File: src/rtl/fetch_queue_unit_if.sv
// Fetch-to-decode bus for fetch_queue_unit.
// It also carries the instruction-memory port, the redirect/halt controls and the debug readout.
interface fetch_queue_unit_if #(
  parameter int XLEN        = 32,
  parameter int IMEM_ADDR_W = 6
);
  logic [IMEM_ADDR_W-1:0] imem_addr;
  logic [XLEN-1:0]        imem_data;
  logic                   out_valid;
  logic [XLEN-1:0]        out_inst;
  logic [XLEN-1:0]        out_pc;
  logic                   out_ready;
  logic                   redirect_valid;
  logic [XLEN-1:0]        redirect_pc;
  logic                   halt;
  logic [XLEN-1:0]        fetch_pc;
  logic [1:0]             dbg_sel;
  logic [15:0]            dbg_out;

  modport master (
    output imem_addr, out_valid, out_inst, out_pc, fetch_pc, dbg_out,
    input  imem_data, out_ready, redirect_valid, redirect_pc, halt, dbg_sel
  );

  modport slave (
    input  imem_addr, out_valid, out_inst, out_pc, fetch_pc, dbg_out,
    output imem_data, out_ready, redirect_valid, redirect_pc, halt, dbg_sel
  );
endinterface

File: src/rtl/fetch_queue_unit.sv
// Instruction-fetch front end that owns the PC and reads instruction memory each cycle.
// It queues {pc, inst} pairs for decode and flushes the queue on a redirect.
module fetch_queue_unit #(
  parameter int              XLEN        = 32,
  parameter int              DEPTH       = 4,
  parameter int              IMEM_ADDR_W = 6,
  parameter logic [XLEN-1:0] RESET_PC    = '0
) (
  input logic               clk,
  input logic               rst,
  fetch_queue_unit_if.master bus
);
  localparam int PTR_W = $clog2(DEPTH);
  localparam int CNT_W = PTR_W + 1;
  localparam logic [CNT_W-1:0] DEPTH_CNT = CNT_W'(DEPTH);
  localparam logic [XLEN-1:0]  NOP_INST  = XLEN'(32'h0000_0013);

  logic [XLEN-1:0]  pc_q, pc_d;
  logic [CNT_W-1:0] count_q, count_d;
  logic [PTR_W-1:0] rd_ptr_q, rd_ptr_d;
  logic [PTR_W-1:0] wr_ptr_q, wr_ptr_d;
  logic [7:0]       redirect_cnt_q, redirect_cnt_d;

  logic [XLEN-1:0] pc_mem   [DEPTH];
  logic [XLEN-1:0] inst_mem [DEPTH];

  logic out_valid;
  logic push;
  logic pop;
  logic [15:0] dbg_out_w;

  assign out_valid = (count_q != '0);

  // A redirect squashes both the handshake and the fetch in its cycle.
  assign pop  = out_valid & bus.out_ready & ~bus.redirect_valid;
  assign push = ~bus.redirect_valid & ~bus.halt & ((count_q < DEPTH_CNT) | pop);

  always_comb begin
    pc_d           = pc_q;
    count_d        = count_q;
    rd_ptr_d       = rd_ptr_q;
    wr_ptr_d       = wr_ptr_q;
    redirect_cnt_d = redirect_cnt_q;
    if (bus.redirect_valid) begin
      pc_d     = bus.redirect_pc & ~XLEN'(3);
      count_d  = '0;
      rd_ptr_d = '0;
      wr_ptr_d = '0;
      if (redirect_cnt_q != 8'hFF) begin
        redirect_cnt_d = redirect_cnt_q + 8'd1;
      end
    end else begin
      if (push) begin
        wr_ptr_d = wr_ptr_q + PTR_W'(1);
        pc_d     = pc_q + XLEN'(4);
      end
      if (pop) begin
        rd_ptr_d = rd_ptr_q + PTR_W'(1);
      end
      case ({push, pop})
        2'b10:   count_d = count_q + CNT_W'(1);
        2'b01:   count_d = count_q - CNT_W'(1);
        default: count_d = count_q;
      endcase
    end
  end

  always_ff @(posedge clk or posedge rst) begin
    if (rst) begin
      pc_q           <= RESET_PC;
      count_q        <= '0;
      rd_ptr_q       <= '0;
      wr_ptr_q       <= '0;
      redirect_cnt_q <= '0;
    end else begin
      pc_q           <= pc_d;
      count_q        <= count_d;
      rd_ptr_q       <= rd_ptr_d;
      wr_ptr_q       <= wr_ptr_d;
      redirect_cnt_q <= redirect_cnt_d;
    end
  end

  // Payload storage needs no reset; count_q gates every read of it.
  always_ff @(posedge clk) begin
    if (push) begin
      pc_mem[wr_ptr_q]   <= pc_q;
      inst_mem[wr_ptr_q] <= bus.imem_data;
    end
  end

  always_comb begin
    dbg_out_w = '0;
    case (bus.dbg_sel)
      2'd0:    dbg_out_w = pc_q[15:0];
      2'd1:    dbg_out_w = bus.out_inst[15:0];
      2'd2:    dbg_out_w = bus.out_inst[31:16];
      default: dbg_out_w = {8'(count_q), redirect_cnt_q};
    endcase
  end

  assign bus.imem_addr = pc_q[IMEM_ADDR_W+1:2];
  assign bus.fetch_pc  = pc_q;
  assign bus.out_valid = out_valid;
  assign bus.out_inst  = out_valid ? inst_mem[rd_ptr_q] : NOP_INST;
  assign bus.out_pc    = out_valid ? pc_mem[rd_ptr_q] : '0;
  assign bus.dbg_out   = dbg_out_w;
endmodule

File: src/flat_wrapper.sv
// flat-port wrapper written by rule: the top's interface ports become plain ports
module fetch_queue_unit_flat 
#(
  parameter int              XLEN        = 32,
  parameter int              DEPTH       = 4,
  parameter int              IMEM_ADDR_W = 6,
  parameter logic [XLEN-1:0] RESET_PC    = '0
)
  (clk, rst, bus_imem_addr, bus_out_valid, bus_out_inst, bus_out_pc, bus_fetch_pc, bus_dbg_out, bus_imem_data, bus_out_ready, bus_redirect_valid, bus_redirect_pc, bus_halt, bus_dbg_sel);
  fetch_queue_unit_if #(.XLEN(XLEN), .IMEM_ADDR_W(IMEM_ADDR_W)) bus_i ();
  input logic clk;
  input logic rst;
  output wire logic [$bits(bus_i.imem_addr)-1:0] bus_imem_addr;
  output wire logic [$bits(bus_i.out_valid)-1:0] bus_out_valid;
  output wire logic [$bits(bus_i.out_inst)-1:0] bus_out_inst;
  output wire logic [$bits(bus_i.out_pc)-1:0] bus_out_pc;
  output wire logic [$bits(bus_i.fetch_pc)-1:0] bus_fetch_pc;
  output wire logic [$bits(bus_i.dbg_out)-1:0] bus_dbg_out;
  input wire logic [$bits(bus_i.imem_data)-1:0] bus_imem_data;
  input wire logic [$bits(bus_i.out_ready)-1:0] bus_out_ready;
  input wire logic [$bits(bus_i.redirect_valid)-1:0] bus_redirect_valid;
  input wire logic [$bits(bus_i.redirect_pc)-1:0] bus_redirect_pc;
  input wire logic [$bits(bus_i.halt)-1:0] bus_halt;
  input wire logic [$bits(bus_i.dbg_sel)-1:0] bus_dbg_sel;
  assign bus_imem_addr = bus_i.imem_addr;
  assign bus_out_valid = bus_i.out_valid;
  assign bus_out_inst = bus_i.out_inst;
  assign bus_out_pc = bus_i.out_pc;
  assign bus_fetch_pc = bus_i.fetch_pc;
  assign bus_dbg_out = bus_i.dbg_out;
  assign bus_i.imem_data = bus_imem_data;
  assign bus_i.out_ready = bus_out_ready;
  assign bus_i.redirect_valid = bus_redirect_valid;
  assign bus_i.redirect_pc = bus_redirect_pc;
  assign bus_i.halt = bus_halt;
  assign bus_i.dbg_sel = bus_dbg_sel;
  fetch_queue_unit #(.XLEN(XLEN), .DEPTH(DEPTH), .IMEM_ADDR_W(IMEM_ADDR_W), .RESET_PC(RESET_PC)) u_core (.clk(clk), .rst(rst), .bus(bus_i));
endmodule
File: config.mk
export PLATFORM = sky130hd
export DESIGN_NAME = fetch_queue_unit_flat
export DESIGN_NICKNAME = d
export VERILOG_FILES = /design/src/rtl/fetch_queue_unit_if.sv /design/src/rtl/fetch_queue_unit.sv /design/src/flat_wrapper.sv
export SDC_FILE = /design/constraint.sdc
export NUM_CORES = 1
export LEC_CHECK = 0
export BUFFER_PORTS_ARGS = -buffer_cell sky130_fd_sc_hd__buf_4
export CORE_MARGIN = 2
export CORE_UTILIZATION = 52
export DETAILED_ROUTE_END_ITERATION = 12
export PLACE_DENSITY = 0.74
export SLEW_MARGIN = 20
export SYNTH_ARGS = -nofsm -noshare
export SYNTH_HDL_FRONTEND = slang
export SYNTH_SLANG_ARGS = --single-unit
File: constraint.sdc
create_clock -name clk -period 6.6 [get_ports clk]
set_input_delay 1.32 -clock clk [delete_from_list [all_inputs] [get_ports clk]]
set_output_delay 1.32 -clock clk [all_outputs]
set_load 0.05 [all_outputs]
; ---- Yosys cells after proc, flatten, opt, wreduce, memory -nomap -nowiden
; Memory sizes are Yosys's and may differ from the RTL's.
; Index checks and enable logic that the tools add are counted.
[op_classes]
n_reduce_logical = 6
bitwise_logic = 7
n_eq_ne = 5
order_cmp = 1
n_addsub = 6
muxes = 13
[op_table]
columns = operator, count
row1 = 32-bit 2-to-1 mux, 4
row2 = 16-bit one-hot mux with 3 select lines, 1
row3 = 32-bit by 3-bit adder with 32-bit output (second input constant), 1
row4 = 8-bit by 1-bit adder with 8-bit output (second input constant), 1
row5 = 2-bit 2-to-1 mux, 4
row6 = 8-bit inequality test (second input constant), 1
row7 = 3-bit one-hot mux with 2 select lines, 1
row8 = 3-bit nonzero test, 2
row9 = 2-bit by 1-bit adder with 2-bit output (second input constant), 2
row10 = 1-bit bitwise AND, 4
row11 = 2-bit by 1-bit == test with 1-bit output (second input constant), 2
row12 = 2-bit == test (second input constant), 2
row13 = 2-bit nonzero test, 2
row14 = 3-bit by 1-bit adder with 3-bit output (second input constant), 1
row15 = 3-bit < comparator (second input constant), 1
row16 = 3-bit 2-to-1 mux, 1
row17 = 3-bit by 1-bit subtractor with 3-bit output (second input constant), 1
row18 = 2-bit logical NOT, 1
row19 = 1-bit 2-to-1 mux, 2
row20 = 1-bit inverter, 2
row21 = 2-bit AND reduction, 1
row22 = 1-bit bitwise OR, 1
[totals]
out_inout_bits = 119
inputBits = 71
ram_bits = 256
word_cells = 45
n_memories = 2
reg_bits = 47
[mem_list]
columns = name, words, word_bits, rd, rd_ports_with_merged_regs, write_ports, line
row1 = u_core.inst_mem, 4, 32, 1, 0, 1, fetch_queue_unit.sv:25  ; logic [XLEN-1:0] inst_mem [DEPTH];
row2 = u_core.pc_mem, 4, 32, 1, 0, 1, fetch_queue_unit.sv:24  ; logic [XLEN-1:0] pc_mem [DEPTH];

; ---- Depth between registers and ports, before layout
[depth]
ltp_word = 8
depth_mapped = 11

; ---- Worst setup path before layout
; Ideal clock, no wire load.
[synth_path]
path_kind = in2out
from = input bus_dbg_sel[1]
to = output bus_dbg_out[11]
n_path_buf = 2
path_stages = 4
path_slack_ns = 2.338
t_arrival_ns = 2.942
path_cell_list = clkbuf_1 clkbuf_1 nand2_1 a22oi_1
[synth_between]
elab_chain_len = 2
[synth_rtl]
columns = element, line
row1 = "start, declared", flat_wrapper.sv:24  ; input wire logic [$bits(bus_i.dbg_sel)-1:0] bus_dbg_sel;
row2 = "2-bit == test, or another cell as far along", fetch_queue_unit.sv:94  ; case (bus.dbg_sel)
row3 = 16-bit one-hot mux with 3 select lines (*), fetch_queue_unit.sv:94
row4 = "end, declared", flat_wrapper.sv:18  ; output wire logic [$bits(bus_i.dbg_out)-1:0] bus_dbg_out;
; Every way passes the cells marked *; elsewhere a longest branch is shown, timed or not.

; ---- Worst setup path in the final report
[layout_path]
from = register u_core.rd_ptr_q[1]
to = output bus_dbg_out[4]
[layout_between]
elab_chain_len = 3
[layout_rtl]
columns = element, line
row1 = "start, declared", fetch_queue_unit.sv:20  ; logic [PTR_W-1:0] rd_ptr_q, rd_ptr_d;
row2 = "start signal, assigned", fetch_queue_unit.sv:78  ; rd_ptr_q <= rd_ptr_d;
row3 = memory read 4 x 32 bit, --
row4 = 32-bit 2-to-1 mux, fetch_queue_unit.sv:105  ; assign bus.out_inst = out_valid ? inst_mem[rd_ptr_q] : NOP_INST;
row5 = 16-bit one-hot mux with 3 select lines, fetch_queue_unit.sv:94
; No other way between the ends.

==> results.md <==
- Outcome: finished clean
- H-tree depth reported by CTS: 1
- Period minus WS final: 4.59 ns
- VDD IR-drop max: 0.000316 V
- First-pass GRT wire length: 42.8 mm
- Max Root-Sink Buffers: 3
- # Max-Cap Violations: 0
- Flop pwr share: 45.3%
- All-Layer GR Usage: 22.1%
- Footprint of the multi-input gates: 0.00359 mm^2
- Busiest grt layer: met2
- Drt pass-1 iters: 4
- Post-synth EDFFs: 248
- TNS Setup: 0 ns
- Seq/Total Area, Yosys: 68.9%
- Worst Path Arrival: 3.27 ns
- Syn avg cell area: 17.3 um^2
- Met1 GRT Util: 31.4%
- Fmax achieved: 0.218 GHz
- Initial DRC Count: 566
- Vias in the first global route: 7252
- Pwr Density: 335 mW/mm^2
- Fin. max-slew vios: 0
- Reg2reg start: u_core.count_q[2]
- Gr ovfl total: 0
- Initial antenna violation count: 0
- Cts bufs inserted: 30
- Yosys cell types: 52
- Hold Buf Count CTS: 0
- Cell area after synthesis: 0.0124 mm^2
- Storage cell area: 0.00858 mm^2
- Layout area overhead: 19.6%
- Clock power share: 31.1%
- FP Rows: 56
- Ys Warns: 0
- P_int: 3.44 mW
- TritonCTS clock tree: yes
- Final setup fails: 0
- Initial core utilization: 53.0%
- Chip height: 159 um
- Net Switching: 1.56 mW
- Worst setup SP type: register
- Top-area cell type share of the netlist area: 59.8%
- CP startpoint: u_core.rd_ptr_q[1]
- Setup crit end kind: output pin
- Synth cell count leaders: edfxtp_1, mux4_2, and2_1, nand2_1, dfrtp_1
- Die Wd: 159 um
- Vias per inst: 5.72
- Met3 Use GR: 4.78%
- Met2 GRT Util: 35.5%
- Post-DP Area: 0.0140 mm^2
- DR WL/cell: 22.3 um
- Tot Pwr: 4.99 mW
- DIE AREA: 0.0252 mm^2
- Hpwl dp: 17.0 mm
- Clock Root Buffer: clkbuf_16
- Layout cells sized above 1: 35.6%
- # IOs: 190
- Period utilisation layout: 69.5%
- Reg clk slew, reported paths: 0.06 ns
- CTS sink cnt: 293
- Antenna fix cells: 0
- Post-synth ARST share: 15.4%
- RSZ-0062 raised after global routing: no
- Filler cell count in the final layout: 1684
- Residual DRC: 0
- DRT Wirelength: 27.6 mm
- Gp weighted congestion: 0.737
- Postcts setup bufs: 0
- Relative slew slack: 31.2%
- Dominant cells by area after synthesis: edfxtp_1, mux4_2, dfrtp_1
- Hold Path Class: register to register
- Primary FF master, synth: edfxtp_1
- Yosys top cell by area: edfxtp_1
- Post-Layout Cell Count: 1237
- Max Fanout on Critical Path: 40
- Post-route cell area: 0.0149 mm^2
- P_leak: 5.35 nW
- Largest net degree at the start of global routing: 63
- Fin. Hold Viols: 0
- Cells after Synth: 721
- Worst slew pin tran: 1.03 ns
- Final net count: 973
- Util after Layout: 63.5%
- Worst R2R Setup Slack: 3.96 ns
- Crit Path Class: register to output pin
- Worst setup endpoint: bus_dbg_out[4]
- RR Endpoint: u_core.pc_mem[0][4]
- Worst skew pair latency: 0.55 ns
- Post-route ant nets: 0
- Critical Path RT: 5.28 ns
- Core ar.: 0.0235 mm^2
- Combinational cell fraction of total power: 23.5%
- Sw Share: 31.2%
- Cells after DPL: 1182
- Port Buffers: 183
- Max Clock Skew: 0.0222 ns
- Cell with the most instances after synthesis: edfxtp_1
- Reg2Reg Depth: 3
- Via Count: 7079
- Synthesis-stage register bit count: 293
- Gates resized, CTS repair: 0
## cell type report
type / count / share of cell area (%)
well taps: 319 / 2.68
repair buffers: 186 / 9.37
clock inverters: 10 / 0.319
inverters: 7 / 0.185
multi-input cells: 377 / 24.1
clock buffers: 45 / 5.76
flip-flops and latches: 293 / 57.6
## power groups by stage
stage          Combinational [mW]  Clock, mW  Sequential, mW
3_3_place_gp                 1.17          0            2.30
4_1_cts                      1.19       1.58            2.27
2_1_floorplan               0.833          0            2.29
5_1_grt                      1.24       1.66            2.28
6_report                     1.17       1.55            2.26
3_5_place_dp                 1.18          0            2.30
## cells by family (layout without fill, tap and decap cells)
logic type / count (synthesis) / after routing / share of synthesized area (%)
buf+inv: 54 / 248 / 2.49
compound gates: 53 / 53 / 2.52
fa+ha+maj: 7 / 7 / 0.764
xor+xnor: 33 / 33 / 2.32
flops: 293 / 293 / 68.9
mux: 77 / 77 / 13.5
simple gates: 203 / 203 / 9.49
other cells: 1 / 4 / 0.0301
## metrics by stage
stage,hold WS [ns],worst slack [ns]
4_1_cts,0.518,1.92
6_report,0.520,2.01
3_5_place_dp,0.510,2.53
5_1_grt,0.555,1.75
2_1_floorplan,0.454,2.34
3_3_place_gp,0.496,2.52
## sequential cells by signal (all words and copies together) (netlist names)
signal                 count
u_core.inst_mem          128
u_core.wr_ptr_q            2
u_core.redirect_cnt_q      8
u_core.count_q             3
u_core.rd_ptr_q            2
u_core.pc_mem            120
u_core.bus.fetch_pc       30
## worst min-delay path by stage
stage	end	startpoint	depth (start not counted)
2_1_floorplan	u_core.redirect_cnt_q[5]	u_core.redirect_cnt_q[5]	1
3_3_place_gp	u_core.redirect_cnt_q[5]	u_core.redirect_cnt_q[5]	1
5_1_grt	u_core.redirect_cnt_q[5]	u_core.redirect_cnt_q[5]	1
6_report	u_core.redirect_cnt_q[5]	u_core.redirect_cnt_q[5]	1
3_5_place_dp	u_core.redirect_cnt_q[5]	u_core.redirect_cnt_q[5]	1
4_1_cts	u_core.redirect_cnt_q[5]	u_core.redirect_cnt_q[5]	1
## critical path, cell delays in order (launching register included)
cell and delay (ns):
dfrtp_2 0.78, buf_4 0.61, mux4_2 0.38, or2_1 0.25, mux4_2 0.48, buf_4 0.21
## per-layer routing
layer | up-vias | routed length (um)
met4 | 0 | 486
met3 | 43 | 2160
li1 | 3127 | -
met2 | 273 | 13300
met5 | - | 0
met1 | 3636 | 11700
## layout by cell type, fill, tap and decap left out, types with 3 or more instances in the layout
cell / count
clkinv_1: 5
and4_1: 4
and2_1: 50
xnor2_1: 15
clkbuf_16: 31
or3_1: 4
nand3_2: 3
xor2_1: 18
a22oi_1: 5
mux4_1: 5
nand4_1: 13
conb_1: 4
o211ai_1: 4
nor2_1: 20
clkbuf_8: 3
dfrtp_1: 43
mux2_2: 4
edfxtp_1: 248
clkinv_2: 5
nand3_1: 16
ha_1: 6
mux4_2: 66
a21oi_1: 8
o21ai_1: 10
clkbuf_1: 11
and2_4: 14
nand2_1: 54
o21ai_0: 17
and3_1: 6
buf_4: 186
inv_1: 5
No activity file was read; power rests on OpenSTA's default activity.
